File: src/rtl/axioma_dac.sv
`default_nettype none
// ============================================================================
// Module   : axioma_dac
// Function : 10-bit I/O-mapped DAC, sigma-delta stream or PWM (AXIOMA_DAC_PWM_EN)
// Revision : 1.0
// ============================================================================
module axioma_dac #(
    parameter logic [5:0] ADDR_DACCON  = 6'h2A,
    parameter logic [5:0] ADDR_DACL    = 6'h28,
    parameter logic [5:0] ADDR_DACH    = 6'h29,
    parameter logic [5:0] ADDR_DACCONB = 6'h2B
) (
    input  logic       clk,
    input  logic       reset,
    input  logic [5:0] io_addr,
    input  logic [7:0] io_data_in,
    output logic [7:0] io_data_out,
    input  logic       io_read,
    input  logic       io_write,
    input  logic       dac_trigger,
    output logic       dac_out,
    output logic       dac_interrupt,
    output logic [7:0] debug_state,
    output logic [9:0] debug_code
);
    typedef enum logic [1:0] {
        DISABLED  = 2'd0,
        RUN       = 2'd1,
        LOAD_WAIT = 2'd2
    } state_t;

    state_t state, state_next;

    logic        en, ate, dacif, dacie;
    logic [2:0]  ps;
    logic        dalar;
    logic [7:0]  temp;
    logic [9:0]  buffer, active, acc;
    logic [6:0]  psc;
    logic        pending, trig_q;

    logic        mode, mode_chg, wrap_ok, pwm_bit;
    logic        wr_con, wr_conb, wr_l, wr_h;
    logic        en_next, pending_next, tick, load, request;
    logic [6:0]  psc_last;
    logic [10:0] sum;

    assign wr_con  = io_write && (io_addr == ADDR_DACCON);
    assign wr_conb = io_write && (io_addr == ADDR_DACCONB);
    assign wr_l    = io_write && (io_addr == ADDR_DACL);
    assign wr_h    = io_write && (io_addr == ADDR_DACH);

    // For DACPS=7 the shift wraps to 0, so the subtraction still yields 127.
    assign psc_last = (7'd1 << ps) - 7'd1;
    assign tick     = en && (psc >= psc_last);
    assign load     = tick && pending && wrap_ok;
    assign request  = (wr_con && io_data_in[6] && (en || io_data_in[7]))
                   || (dac_trigger && !trig_q && ate && en);
    assign sum      = {1'b0, acc} + {1'b0, active};

    always_comb begin
        en_next      = en;
        pending_next = pending;
        state_next   = state;
        if (wr_con)
            en_next = io_data_in[7];
        if (load)
            pending_next = 1'b0;
        if (request)
            pending_next = 1'b1;
        if (!en_next)
            pending_next = 1'b0;

        case (state)
            DISABLED:  if (en_next) state_next = pending_next ? LOAD_WAIT : RUN;
            RUN: begin
                if (!en_next)          state_next = DISABLED;
                else if (pending_next) state_next = LOAD_WAIT;
            end
            LOAD_WAIT: begin
                if (!en_next)           state_next = DISABLED;
                else if (!pending_next) state_next = RUN;
            end
            default:   state_next = DISABLED;
        endcase
    end

`ifdef AXIOMA_DAC_PWM_EN
    logic [9:0] cnt;

    always_ff @(posedge clk or posedge reset) begin
        if (reset) begin
            mode <= 1'b0;
            cnt  <= '0;
        end else begin
            if (wr_conb)
                mode <= io_data_in[0];
            if (!en_next || mode_chg)
                cnt <= '0;
            else if (tick && mode)
                cnt <= cnt + 10'd1;
        end
    end

    assign mode_chg = wr_conb && (io_data_in[0] != mode);
    assign wrap_ok  = !mode || (cnt == 10'h3FF);
    assign pwm_bit  = (cnt < active);
`else
    assign mode     = 1'b0;
    assign mode_chg = 1'b0;
    assign wrap_ok  = 1'b1;
    assign pwm_bit  = 1'b0;
`endif

    always_ff @(posedge clk or posedge reset) begin
        if (reset) begin
            state   <= DISABLED;
            en      <= 1'b0;
            ate     <= 1'b0;
            dacif   <= 1'b0;
            dacie   <= 1'b0;
            ps      <= 3'd0;
            dalar   <= 1'b0;
            temp    <= 8'h00;
            buffer  <= '0;
            active  <= '0;
            acc     <= '0;
            psc     <= '0;
            pending <= 1'b0;
            trig_q  <= 1'b0;
            dac_out <= 1'b0;
        end else begin
            state   <= state_next;
            en      <= en_next;
            pending <= pending_next;
            trig_q  <= dac_trigger;
            if (wr_con) begin
                ate   <= io_data_in[5];
                dacie <= io_data_in[3];
                ps    <= io_data_in[2:0];
            end
            // A load in the same clk as a clear write keeps the flag set.
            if (load)
                dacif <= 1'b1;
            else if (wr_con && io_data_in[4])
                dacif <= 1'b0;
            if (wr_conb)
                dalar <= io_data_in[5];
            if (wr_h)
                temp <= io_data_in;
            if (wr_l)
                buffer <= dalar ? {temp, io_data_in[7:6]} : {temp[1:0], io_data_in};
            if (load)
                active <= buffer;
            if (!en_next || tick)
                psc <= '0;
            else
                psc <= psc + 7'd1;
            if (!en_next || mode_chg)
                acc <= '0;
            else if (tick && !mode)
                acc <= sum[9:0];
            if (!en_next)
                dac_out <= 1'b0;
            else if (tick)
                dac_out <= mode ? pwm_bit : sum[10];
        end
    end

    always_comb begin
        io_data_out = 8'h00;
        if (io_read) begin
            case (io_addr)
                ADDR_DACCON:  io_data_out = {en, pending, ate, dacif, dacie, ps};
                ADDR_DACCONB: io_data_out = {2'b00, dalar, 4'b0000, mode};
                ADDR_DACL:    io_data_out = dalar ? {buffer[1:0], 6'b000000} : buffer[7:0];
                ADDR_DACH:    io_data_out = dalar ? buffer[9:2] : {6'b000000, buffer[9:8]};
                default:      io_data_out = 8'h00;
            endcase
        end
    end

    assign dac_interrupt = dacif && dacie;
    assign debug_state   = {state, en, pending, mode, 3'b000};
    assign debug_code    = active;

endmodule
`default_nettype wire

File: config.mk
export PLATFORM = sky130hd
export DESIGN_NAME = axioma_dac
export DESIGN_NICKNAME = d
export VERILOG_FILES = /design/src/rtl/axioma_dac.sv
export SDC_FILE = /design/constraint.sdc
export NUM_CORES = 1
export LEC_CHECK = 0
export ABC_AREA = 1
export CAP_MARGIN = 20
export CORE_MARGIN = 10
export CORE_UTILIZATION = 50
export CTS_BUF_LIST = sky130_fd_sc_hd__clkbuf_16
export DETAILED_ROUTE_END_ITERATION = 12
export MAX_ROUTING_LAYER = met4
export PLACE_DENSITY = 0.74
export SYNTH_ARGS = -nofsm -noshare
export SYNTH_HDL_FRONTEND = slang
export SYNTH_SLANG_ARGS = --single-unit
File: constraint.sdc
create_clock -name clk -period 6.9 [get_ports clk]
set_input_delay 1.38 -clock clk [delete_from_list [all_inputs] [get_ports clk]]
set_output_delay 1.38 -clock clk [all_outputs]
set_load 0.005 [all_outputs]
==> impl_metrics.env, run 1 <==
export IMPL_clock_latency_ns=0.32
export IMPL_power_uw=968.9
export IMPL_port_buffers=42
export IMPL_ys_seq_area_frac=0.4093
export IMPL_routed_wirelength_mm=9.277
export IMPL_drc_errors=0
export IMPL_crit_slowest_cell="clkdlybuf4s50_1"
export IMPL_start_util=0.5190
export IMPL_p_clk_frac=0.455
export IMPL_path_max_fanout=13
export IMPL_drt_iter0_drc=153
export IMPL_cp_end_kind="output port"
export IMPL_cts_setup_buffers=0
export IMPL_antenna_found_initial=0
export IMPL_place_congestion=0.9188
export IMPL_fin_nets=559
export IMPL_ys_types=30
export IMPL_p_switching_uw=273.9
export IMPL_synth_most_common_cell="nand2_1"
export IMPL_hold_viol_final=0
export IMPL_holdWs_ns=0.4882
export IMPL_first_global_vias=3247
export IMPL_cts_max_level=3
export IMPL_synth_top_area_cell="dfrtp_1"
export IMPL_drive_above_1_share=0.06286
export IMPL_dp_hpwl_mm=6.908
export IMPL_fin_setup_tns_ns=0
export IMPL_syn_inst=480
export IMPL_synth_edff_count=0
export IMPL_internal_power_uw=695.0
export IMPL_coreArea_um2=6832
export IMPL_min_delay_start="psc[0]$_DFF_PP0_"
export IMPL_synth_common_cells="nand2_1, dfrtp_1, inv_1"
export IMPL_hold_buffers=0
export IMPL_ir_drop_mv=0.1564
export IMPL_track_usage=0.1791
export IMPL_ys_top_cells_by_area="dfrtp_1, nand2_1, ha_1"
export IMPL_cts_buffer_depth=2
export IMPL_max_freq_ghz=0.1999
export IMPL_r2r_start="ps[2]$_DFFE_PP0P_"
export IMPL_final_period_utilization=0.7249
export IMPL_grt_setup_unrepaired="false"
export IMPL_critPathMaxStageDelay_ns=0.52
export IMPL_synth_warnings=0
export IMPL_status="completed"
export IMPL_dp_cells=605
export IMPL_die_w_um=104.2
export IMPL_hold_path_depth=1
export IMPL_cts_buffers=9
export IMPL_rows=30
export IMPL_ctsResizeCount=0
export IMPL_fin_cells=621
export IMPL_timing_critical_path_cells="clkdlybuf4s50_1 > inv_2 > nor2_2 > nand2_1 > nor2_2 > nand2_1 > o21ai_0 > nor2_1 > nor2_1 > clkdlybuf4s50_1"
export IMPL_r2r_end="acc[6]$_DFFE_PP0N_"
export IMPL_path_buf_inv=3
export IMPL_pin_count=47
export IMPL_setup_viol=0
export IMPL_hold_path_class="register to register"
export IMPL_async_flop_share=1.000
export IMPL_die_area_um2=10860
export IMPL_pwr_share_comb=0.138
export IMPL_cts_tree="yes"
export IMPL_hold_path_end="psc[0]$_DFF_PP0_"
export IMPL_critPathTopFamily="simple AND/OR/NAND/NOR gates"
export IMPL_reg2reg_depth=15
export IMPL_cts_root_buf="clkbuf_16"
export IMPL_cts_sinks=58
export IMPL_synth_top_cell_area_share=0.4093
export IMPL_die_h_um=104.2
export IMPL_p_leak_nw=2.209
export IMPL_start_kind="input pin"
export IMPL_switching_share=0.2827
export IMPL_drtPass1Iterations=5
export IMPL_synth_seq_cells=58
export IMPL_rrSetupSlack_ns=3.72
export IMPL_relSlewSlack=0.5088
export IMPL_grt_max_degree=59
export IMPL_cp_required_ns=5.52
export IMPL_tightestPinTransition_ns=0.7368
export IMPL_seqPwrFrac=0.407
export IMPL_area_delta_synth_final_pct=21.49
export IMPL_avgSynthCellArea_um2=7.387
export IMPL_final_max_slew_viol_count=0
export IMPL_clk_pin_slew_ns=0.05
export IMPL_grt_pass1_wl_mm=15.82
export IMPL_maxCapViolCount=0
export IMPL_ys_flop_type="dfrtp_1"
export IMPL_num_antenna_cells=0
export IMPL_wire_per_inst_um=14.94
export IMPL_min_period_ns=5.002
export IMPL_via_count=3294
export IMPL_worst_endpoint_arrival_ns=3.62
export IMPL_power_density_nw_per_um2=224.9
export IMPL_synth_area_um2=3546
export IMPL_clock_skew_ns=0.005135
export IMPL_crit_type="input pin to output port"
export IMPL_vias_per_cell=5.304
export IMPL_grt_overflow=0
export IMPL_ant_nets=0
==> power by group through the flow <==
| stage | registers, mW | clock network [mW] | logic, mW |
|---|---|---|---|
| finish | 0.394 | 0.440 | 0.134 |
| global placement | 0.399 | 0 | 0.128 |
| floorplan | 0.387 | 0 | 0.0948 |
| CTS | 0.394 | 0.448 | 0.134 |
| detailed placement | 0.400 | 0 | 0.133 |
| global route | 0.398 | 0.462 | 0.153 |
==> final cells by class <==
cell class	count	area, um2
clock buffers	9	225.2
multi-input cells	347	1782
clock inverters	7	68.82
well taps	96	120.1
fillers	625	2524
inverters	60	225.2
repair buffers	44	435.4
flip-flops and latches	58	1451
==> sequential cells by signal (all words and copies together) (netlist names) <==
| register | flops |
|---|---|
| buffer | 10 |
| en | 1 |
| pending | 1 |
| ate | 1 |
| dalar | 1 |
| trig_q | 1 |
| temp | 8 |
| dacie | 1 |
| dacif | 1 |
| debug_code | 10 |
| dac_out | 1 |
| acc | 10 |
| ps | 3 |
| psc | 7 |
| state | 2 |
==> per-layer routing <==
layer  vias to the layer above  GRT usage  share of wire
li1                       1613          -              -
met1                      1589     0.2111           0.45
met2                        79     0.2959           0.49
met3                        13    0.04771          0.045
met4                         0    0.04672          0.014
met5                         -          -              0
==> stage by stage <==
| stage | setup slack, ns | utilization | cell area, um2 |
|---|---|---|---|
| after global placement | 1.932 | 0.5875 | 4014 |
| after global routing | 1.650 | 0.6306 | 4308 |
| after CTS | 1.910 | 0.6306 | 4308 |
| final | 1.898 | 0.6306 | 4308 |
| after detailed placement | 1.924 | 0.5875 | 4014 |
| after floorplan | 3.258 | - | 3557 |
==> cell families (layout without fill, tap and decap cells) <==
group,Yosys count,count (layout),share of synthesized area
and+or+nand+nor,251,251,0.3038
AOI/OAI and AO/OA,63,63,0.09951
other,1,4,0.001058
buffers and inverters,78,120,0.09139
xor gates and xnor gates,9,9,0.02223
adders and majority gates,20,20,0.07269
DFF,58,58,0.4093
==> worst max-delay path by stage <==
stage                           from        endpoint  slack, ns  depth (start not counted)
after floorplan           io_addr[2]  io_data_out[2]       3.26                          9
after global placement    io_addr[5]  io_data_out[5]       1.93                         10
after detailed placement  io_addr[5]  io_data_out[5]       1.92                         10
after CTS                 io_addr[5]  io_data_out[5]       1.91                         10
after global routing      io_addr[5]  io_data_out[5]       1.65                         10
final                     io_addr[5]  io_data_out[5]       1.90                         10
==> layout by cell type (no fill, tap or decap), drive strengths merged <==
| cell type | instances |
|---|---|
| a21oi | 10 |
| a31oi | 1 |
| buf | 2 |
| bufinv | 1 |
| clkbuf | 9 |
| clkdlybuf4s50 | 42 |
| clkinv | 4 |
| clkinvlp | 1 |
| conb | 4 |
| dfrtp | 58 |
| fa | 1 |
| ha | 19 |
| inv | 61 |
| nand2 | 158 |
| nand3 | 41 |
| nand3b | 6 |
| nand4 | 6 |
| nor2 | 34 |
| nor3 | 2 |
| nor4 | 1 |
| o211ai | 10 |
| o21ai | 42 |
| or2 | 3 |
| xnor2 | 4 |
| xor2 | 5 |
(Power assumes the default switching activity.)
==> inputs of run 2 (changes only) <==
clock period = 4.65 ns   (was 6.9 ns; I/O delays follow)
==> run 2 against run 1 <==
Net effect: non-clock buffer count increased by 1; global-route usage fell by 0.063 points; final area hardly changed; critical path depth unchanged; register-to-register slack worse by 2.3 ns; clock power increased by 45%; combinational power grew 47%; worst hold slack better by 0.011 ns; clock skew rose by 0.00050 ns.
==> impl_metrics.env, run 2 (synthesis results as in run 1) <==
export IMPL_grt_setup_unrepaired="false"
export IMPL_maxCapViolCount=0
export IMPL_final_period_utilization=0.8613
export IMPL_antenna_found_initial=0
export IMPL_wire_per_inst_um=14.76
export IMPL_layout_common_cells="nand2_1, dfrtp_1, inv_1"
export IMPL_hold_path_depth=2
export IMPL_clk_pin_slew_ns=0.05
export IMPL_grt_pass1_wl_mm=15.50
export IMPL_ant_nets=0
export IMPL_pin_count=47
export IMPL_via_count=3288
export IMPL_p_leak_nw=2.212
export IMPL_power_density_nw_per_um2=328.7
export IMPL_fin_cells=622
export IMPL_die_h_um=104.2
export IMPL_max_freq_ghz=0.2497
export IMPL_cts_setup_buffers=0
export IMPL_cp_required_ns=3.72
export IMPL_routed_wirelength_mm=9.179
export IMPL_final_max_slew_viol_count=0
export IMPL_grt_max_degree=36
export IMPL_dp_hpwl_mm=6.923
export IMPL_fin_util=0.6304
export IMPL_coreArea_um2=6832
export IMPL_fin_setup_tns_ns=0
export IMPL_hold_viol_final=0
export IMPL_cts_max_level=3
export IMPL_hold_path_end="temp[3]$_DFFE_PP0P_"
export IMPL_drt_iter0_drc=163
export IMPL_crit_type="input pin to output port"
export IMPL_fin_nets=560
export IMPL_place_congestion=0.9877
export IMPL_hold_path_class="register to register"
export IMPL_first_global_vias=3131
export IMPL_min_period_ns=4.005
export IMPL_vias_per_cell=5.286
export IMPL_met1_usage=0.2126
export IMPL_rrSetupSlack_ns=1.47
export IMPL_path_max_fanout=5
export IMPL_reg2reg_depth=15
export IMPL_grt_overflow=0
export IMPL_start_kind="input pin"
export IMPL_clock_skew_ns=0.005640
export IMPL_worst_endpoint_arrival_ns=3.07
export IMPL_ir_drop_mv=0.2100
export IMPL_gr_usage_met3=0.05019
export IMPL_min_delay_start="temp[3]$_DFFE_PP0P_"
export IMPL_tightestPinTransition_ns=0.7697
export IMPL_drtPass1Iterations=4
export IMPL_ctsResizeCount=0
export IMPL_cts_root_buf="clkbuf_16"
export IMPL_start_util=0.5190
export IMPL_hold_buffers=0
export IMPL_num_antenna_cells=0
export IMPL_drive_above_1_share=0.06084
export IMPL_drc_errors=0
export IMPL_seqCellArea_um2=1451
export IMPL_die_area_um2=10860
export IMPL_final_common_cell="nand2_1"
export IMPL_cp_end_kind="output port"
export IMPL_fillerInstances=617
export IMPL_dp_cells=606
export IMPL_setup_viol=0
export IMPL_area_delta_synth_final_pct=21.45
export IMPL_rows=30
export IMPL_cts_buffer_depth=2
export IMPL_use_met2=0.2851
export IMPL_relSlewSlack=0.4861
export IMPL_cts_tree="yes"
export IMPL_track_usage=0.1784
export IMPL_die_w_um=104.2
export IMPL_r2r_end="acc[8]$_DFFE_PP0N_"
export IMPL_multi_input_area_um2=1782
export IMPL_status="completed"
export IMPL_clock_latency_ns=0.33
export IMPL_top_usage_layer="met2"
export IMPL_port_buffers=42
export IMPL_cts_sinks=58
export IMPL_cts_buffers=9
export IMPL_r2r_start="ps[2]$_DFFE_PP0P_"
## run 2: cell types whose count changed in the layout (fill, tap and decap cells not counted)
cell / delta
clkinv_1: +2
clkinvlp_4: -1
buf_4: +1
inv_6: -1
## run 2: area by class of cell
class | instances | area share
Clock buffer | 9 | 0.05230
Tap cell | 96 | 0.02789
Timing Repair Buffer | 45 | 0.1028
Inverter | 60 | 0.05230
Multi-Input combinational cell | 347 | 0.4137
Clock inverter | 7 | 0.01395
Sequential cell | 58 | 0.3370
## run 2: stage by stage
stage / setup slack, ns / instance area, um2 / hold WS, ns / power, mW
2_1_floorplan: 1.908 / 3557 / 0.4536 / 0.7155
3_3_place_gp: 0.6930 / 4021 / 0.4727 / 0.7798
3_5_place_dp: 0.6626 / 4021 / 0.4847 / 0.7867
4_1_cts: 0.6461 / 4307 / 0.4975 / 1.423
5_1_grt: 0.4558 / 4307 / 0.5244 / 1.483
6_report: 0.6452 / 4307 / 0.4990 / 1.416
## run 2: worst max-delay path, stage by stage
cell and delay [ns]:
clkdlybuf4s50_1 0.45, nand2_1 0.15, nor3_2 0.32, nand2_1 0.11, nor2_1 0.32, nand2_1 0.10
nand3_1 0.08, nand2_1 0.05, inv_1 0.06, clkdlybuf4s50_1 0.50
## run 2: report_power, final
part | leakage [nW] | total (mW) | internal (mW) | switching [mW]
clock network | 0.142 | 0.636 | 0.407 | 0.229
logic | 1.32 | 0.197 | 0.0747 | 0.123
registers | 0.754 | 0.583 | 0.544 | 0.0387
## run 2: how the worst max path moves through the flow
stage / startpoint / endpoint
finish: io_addr[3] / io_data_out[3]
global route: io_addr[3] / io_data_out[4]
CTS: io_addr[5] / io_data_out[3]
detailed placement: io_addr[3] / io_data_out[3]
global placement: io_addr[5] / io_data_out[1]
floorplan: io_addr[2] / io_data_out[2]
## run 2: per-layer routing
layer,vias to the layer above,share of wire
met5,-,0
li1,1620,-
met1,1558,0.44
met3,10,0.055
met2,100,0.49
met4,0,0.012
